==> src/rtl/inst_loader_pkg.sv <==
// Shared state encoding, frame constants and the length-range helper for inst_loader.
// Define LOADER_CHECKSUM_EN to add the CHK state (trailing XOR checksum byte).
package inst_loader_pkg;

  localparam int LEN_BYTES  = 2;
  localparam int WORD_BYTES = 4;
  localparam int LEN_W      = 8 * LEN_BYTES;

  typedef enum logic [2:0] {
    LEN_HI = 3'd0,
    LEN_LO = 3'd1,
    DATA   = 3'd2,
`ifdef LOADER_CHECKSUM_EN
    CHK    = 3'd3,
`endif
    DONE   = 3'd4,
    ERR    = 3'd5
  } state_t;

  // True when a frame announces more words than a 2^addr_w deep memory holds.
  function automatic logic len_overflow(input logic [LEN_W-1:0] len, input int addr_w);
    logic [LEN_W:0] depth;
    if (addr_w >= LEN_W) return 1'b0;
    depth         = '0;
    depth[addr_w] = 1'b1;
    return {1'b0, len} > depth;
  endfunction

endpackage

==> src/rtl/inst_loader_asm.sv <==
// Byte-to-word assembler: shifts bytes in big-endian order and pulses
// word_valid for one cycle after the 4th byte of each word.
module inst_loader_asm
  import inst_loader_pkg::*;
(
  input  logic        clk,
  input  logic        rst,
  input  logic        shift_en,
  input  logic [7:0]  in_byte,
  output logic        byte_last,
  output logic        word_valid,
  output logic [31:0] word
);

  logic [1:0] byte_idx;

  assign byte_last = (byte_idx == 2'(WORD_BYTES - 1));

  // NOTE: sequential state is written with non-blocking assignments so every
  // flop samples the pre-edge values of its neighbours.
  always_ff @(posedge clk) begin
    if (!rst) begin
      byte_idx   <= '0;
      word_valid <= 1'b0;
    end else begin
      word_valid <= shift_en && byte_last;
      if (shift_en) byte_idx <= byte_idx + 2'd1;
    end
  end

  // NOTE: the shift register is pure datapath and carries no reset; it is only
  // observed while word_valid is high, which the controlled byte index gates.
  always_ff @(posedge clk) begin
    if (shift_en) word <= {word[23:0], in_byte};
  end

endmodule

==> src/rtl/inst_loader.sv <==
// Boot-time instruction loader: receives a length-prefixed byte frame, writes
// the words into instruction memory and releases the CPU reset when complete.
// Define LOADER_CHECKSUM_EN to require a trailing XOR checksum byte.
module inst_loader
  import inst_loader_pkg::*;
#(
  parameter int ADDR_W = 10
) (
  input  logic              clk,
  input  logic              rst,
  input  logic              in_valid,
  input  logic [7:0]        in_data,
  output logic              in_ready,
  output logic              mem_we,
  output logic [ADDR_W-1:0] mem_addr,
  output logic [31:0]       mem_wdata,
  output logic              cpu_rst,
  output logic              done,
  output logic              err
);

`ifdef LOADER_CHECKSUM_EN
  localparam state_t AFTER_DATA = CHK;
`else
  localparam state_t AFTER_DATA = DONE;
`endif

  state_t            state, state_next;
  logic [7:0]        len_hi;
  logic [LEN_W-1:0]  len_full;
  logic [LEN_W-1:0]  word_cnt;
  logic [LEN_W-1:0]  words_rx;
  logic [ADDR_W-1:0] addr_cnt;
  logic              accept;
  logic              xfer;
  logic              data_xfer;
  logic              final_byte;
  logic              byte_last;
  logic              word_valid;
  logic [31:0]       word;
  logic              done_q, err_q;
  logic              done_set, err_set;
`ifdef LOADER_CHECKSUM_EN
  logic [7:0]        csum;
  logic              csum_ok;
`endif

  assign len_full   = {len_hi, in_data};
  assign in_ready   = rst && accept;
  assign xfer       = in_valid && in_ready;
  assign data_xfer  = xfer && (state == DATA);
  assign final_byte = byte_last && (words_rx == word_cnt - LEN_W'(1));

  inst_loader_asm u_asm (
    .clk        (clk),
    .rst        (rst),
    .shift_en   (data_xfer),
    .in_byte    (in_data),
    .byte_last  (byte_last),
    .word_valid (word_valid),
    .word       (word)
  );

  always_comb begin
    accept = 1'b0;
    case (state)
      LEN_HI, LEN_LO, DATA: accept = 1'b1;
`ifdef LOADER_CHECKSUM_EN
      CHK:                  accept = 1'b1;
`endif
      default:              accept = 1'b0;
    endcase
  end

  // NOTE: every output of this block is given a default before the case, so no
  // path leaves a signal unassigned and no latch is inferred.
  always_comb begin
    state_next = state;
    done_set   = 1'b0;
    err_set    = 1'b0;
    case (state)
      LEN_HI: if (xfer) state_next = LEN_LO;
      LEN_LO: begin
        if (xfer) begin
          if (len_overflow(len_full, ADDR_W)) begin
            state_next = ERR;
            err_set    = 1'b1;
          end else if (len_full == '0) begin
            state_next = AFTER_DATA;
`ifndef LOADER_CHECKSUM_EN
            done_set   = 1'b1;
`endif
          end else begin
            state_next = DATA;
          end
        end
      end
      DATA: if (xfer && final_byte) state_next = AFTER_DATA;
`ifdef LOADER_CHECKSUM_EN
      CHK: begin
        if (xfer) begin
          done_set = 1'b1;
          if (csum_ok) begin
            state_next = DONE;
          end else begin
            state_next = ERR;
            err_set    = 1'b1;
          end
        end
      end
`endif
      // The last word's write strobe fires during the first DONE cycle, so
      // done follows it by one cycle.
      DONE:    done_set = 1'b1;
      default: state_next = state;
    endcase
  end

  always_ff @(posedge clk) begin
    if (!rst) begin
      state    <= LEN_HI;
      len_hi   <= '0;
      word_cnt <= '0;
      words_rx <= '0;
      addr_cnt <= '0;
      done_q   <= 1'b0;
      err_q    <= 1'b0;
    end else begin
      state <= state_next;
      if (xfer && (state == LEN_HI)) len_hi <= in_data;
      if (xfer && (state == LEN_LO)) word_cnt <= len_full;
      if (data_xfer && byte_last)    words_rx <= words_rx + LEN_W'(1);
      if (mem_we)                    addr_cnt <= addr_cnt + ADDR_W'(1);
      if (done_set)                  done_q   <= 1'b1;
      if (err_set)                   err_q    <= 1'b1;
    end
  end

`ifdef LOADER_CHECKSUM_EN
  assign csum_ok = (in_data == csum);

  always_ff @(posedge clk) begin
    if (!rst) begin
      csum <= '0;
    end else if (data_xfer) begin
      csum <= csum ^ in_data;
    end
  end
`endif

  // Gating with rst keeps a word completed just before reset from being written.
  assign mem_we    = word_valid && rst;
  assign mem_addr  = addr_cnt;
  assign mem_wdata = word;
  assign done      = done_q;
  assign err       = err_q;
  assign cpu_rst   = !(done_q && !err_q);

endmodule

==> config.mk <==
export PLATFORM = sky130hd
export DESIGN_NAME = inst_loader
export DESIGN_NICKNAME = d
export VERILOG_FILES = /design/src/rtl/inst_loader_pkg.sv /design/src/rtl/inst_loader_asm.sv /design/src/rtl/inst_loader.sv
export SDC_FILE = /design/constraint.sdc
export NUM_CORES = 1
export LEC_CHECK = 0
export CORE_MARGIN = 2
export CORE_UTILIZATION = 60
export CTS_BUF_LIST = sky130_fd_sc_hd__clkbuf_8
export DETAILED_ROUTE_END_ITERATION = 12
export PLACE_DENSITY = 0.87
export SETUP_SLACK_MARGIN = 0.05
export SYNTH_ARGS = -nofsm -noshare
export SYNTH_HDL_FRONTEND = slang
export SYNTH_SLANG_ARGS = --single-unit
==> constraint.sdc <==
create_clock -name clk -period 9.1 [get_ports clk]
set_clock_uncertainty 0.15 [all_clocks]
set_input_delay 1.82 -clock clk [delete_from_list [all_inputs] [get_ports clk]]
set_output_delay 1.82 -clock clk [all_outputs]
set_load 0.02 [all_outputs]
==> out/summary.txt <==
Avg Inst Size Synth -> 10.14 um^2
Congestion Overflow GR -> 0
CP top delay family -> buffers and inverters
drt initial violations -> 178
Die H -> 84.88 um
final worst slack -> 3.698 ns
DP HPWL -> 5888 um
# H-tree levels -> 3
Yosys reg bits -> 90
Slowest-stage cell, CP -> clkdlybuf4s50_1
Layout Utilization -> 0.7500
WL final -> 8241 um
Crit Path Max Fanout -> 6
Seq/Total Area, Yosys -> 0.5406
DRT Pass-1 Iters -> 4
crit-path most repeated cell -> clkdlybuf4s50_1
# setup viols final -> 0
die area -> 7205 um^2
Synth Area in Compound Gates -> 0.08607
via count -> 2,975
CTS sink count -> 90
area growth from synthesis to layout -> 21.33%
max_cap viols -> 0
Async S/R FF share, synth -> 0
drt drc -> 0
Layout Nets -> 456
n_diodes -> 0
Min Clock Period, post-route -> 5.402 ns
post-synthesis mux area share -> 0.03060
Critical Path Max Stage Delay -> 0.62 ns
CTS root buf -> clkbuf_8
Post-CTS Repair Setup Buffers -> 0
antenna-violating nets left -> 0
CP cell instances -> clkdlybuf4s50_1 -> nand2b_1 -> a21oi_1 -> clkdlybuf4s50_1
unrepaired setup endpoints after global routing -> false
Netlist cell types -> 52
first-pass GRT wire length -> 13,540 um
Max Freq -> 185.1 MHz
post-synth top area share -> 0.2958
clock buffer count from CTS -> 9
Worst slew margin -> 0.3957
Synth Area in XOR/XNOR -> 0.09372
YS warnings -> 0
post-synthesis simple-gate area fraction -> 0.2094
Period Utilization, post-route -> 0.5936
Tightest Hold Check Type -> reg2reg
largest net degree at the start of global routing -> 55
Synthesized Nets -> 402
Cell Area, Synth -> 3925 um^2
Hold Path Origin -> u_asm.word[4]
Crit. End Element -> output port
# rows -> 29
Post-synth EDFFs -> 32
chip width -> 84.88 um
vias in the first global route -> 2,824
initial core utilization -> 0.6181
worst slew pin tran -> 0.9065 ns
area share of fa/ha/maj cells after synthesis -> 0.01275
IO Port Bufs -> 57
dpl ws -> 3.712 ns
vias per std cell -> 5.688
critical path launch point -> rst
setup TNS -> 0 ns
Worst VDD drop -> 0.0001628 V
CORE AREA -> 6350 um^2
run status -> complete, no violations
Pwr Density -> 162.0 nW/um^2
Worst-path clk slew -> 0.09 ns
largest family of logic cells by synthesized area -> simple AND/OR/NAND/NOR gates
I/O pins -> 58
Fin. Hold Viols -> 0
CP Buf/Inv Count -> 2
layout cells sized above 1 -> 0.06278
post-cts resize count -> 0
total track usage -> 0.2398
Cells after Synth -> 387
FF-to-FF Start -> word_cnt[0]
CTS Hold Bufs -> 0
Yosys top cell by area -> dfxtp_1
initial antenna violation count -> 0
required time of the critical path -> 7.13 ns
WL per Instance -> 15.76 um
startpoint types -> primary input
clock latency on the worst-skew pair -> 0.37 ns
Clock Path Buffers -> 2
worst hold slack -> 0.2964 ns
Setup CP Type -> in2out
CTS tree -> yes
Slew Limit Fails -> 0
gpl congestion -> 0.8704
largest cells by area after synthesis -> dfxtp_1 (30%), edfxtp_1 (24%), xnor2_1 (5.8%), nor2_1 (4.5%), nand2_1 (4.4%)
leak pwr -> 1.640 nW
Crit path arrival time -> 3.43 ns
top_reg_cell synth -> dfxtp_1
flip-flops by register name, summed over array words and instances, names as in the netlist:
signal / cells
u_asm.word_valid: 1
done: 1
state: 3
u_asm.byte_idx: 2
u_asm.word: 32
err: 1
word_cnt: 16
len_hi: 8
words_rx: 16
mem_addr: 10
final timing paths:
check	slack (ns)	end	cells after the start
hold / removal	0.30	u_asm.word[12]	0
hold reg to reg	0.30	u_asm.word[12]	0
setup / recovery	3.70	in_ready	4
setup reg to reg	6.34	state[1]	8
final cells by class:
type,count,area [um^2]
clock buffer,10,137.6
clock inverter,6,80.08
fill,418,1588
inverter,11,41.29
multi-input combinational,271,1707
sequential,90,2122
tap,77,96.34
timing repair buffer,58,578.1
layout by cell type (no fill, tap or decap), drive strengths merged, types with 6 or more instances in the layout:
| cell | instances |
|---|---|
| dfxtp | 58 |
| nor3 | 9 |
| nor2 | 48 |
| or3 | 6 |
| o21ai | 8 |
| nand4 | 11 |
| mux2i | 12 |
| xnor2 | 26 |
| a21oi | 26 |
| clkbuf | 10 |
| clkdlybuf4s50 | 57 |
| xor2 | 16 |
| inv | 14 |
| edfxtp | 32 |
| nand2 | 46 |
| nor4 | 8 |
| nand3 | 9 |
report_power, final:
part | switching (mW) | internal (mW)
sequential | 0.00687 | 0.420
clock | 0.151 | 0.140
combinational | 0.0307 | 0.0230
total | 0.189 | 0.583
metrics by stage:
step / std cells / instance area, um^2 / total power, mW
3_3_place_gp: 507 / 4544 / 0.4874
3_5_place_dp: 507 / 4544 / 0.4894
4_1_cts: 523 / 4762 / 0.7751
6_report: 523 / 4762 / 0.7716
5_1_grt: 523 / 4762 / 0.7957
2_1_floorplan: 387 / 3925 / 0.4703
synthesized netlist by cell type (all sizes together), types with 2 or more instances:
library cell,n
o2111ai,2
xnor2,26
nor2,48
a211oi,2
nor2b,2
nand2b,3
o21ai,8
a21oi,26
edfxtp,32
and3b,2
a211o,2
xor2,16
mux2i,12
and2,3
inv,11
nand4b,2
or3,6
nor4,8
and3,4
nand2,46
clkbuf,9
or2,4
ha,4
nand3,9
nand4,11
nor3,9
dfxtp,58
buf,6
kinds of logic (layout without fill, tap and decap cells):
family | after synthesis | count (layout)
muxes | 12 | 12
AOI/OAI and AO/OA | 51 | 51
DFF | 90 | 90
and+or+nand+nor | 162 | 162
adders and majority gates | 4 | 4
xor gates and xnor gates | 42 | 42
buffers and inverters | 26 | 85
routing by layer:
| layer | vias to the layer above | share of wire | track usage |
|---|---|---|---|
| met5 | - | 0 | 0 |
| met4 | 0 | 0.023 | 0.1068 |
| met3 | 18 | 0.046 | 0.04183 |
| met2 | 89 | 0.49 | 0.3901 |
| met1 | 1405 | 0.45 | 0.3167 |
| li1 | 1463 | - | - |
Power figures use the tool's default switching activity.
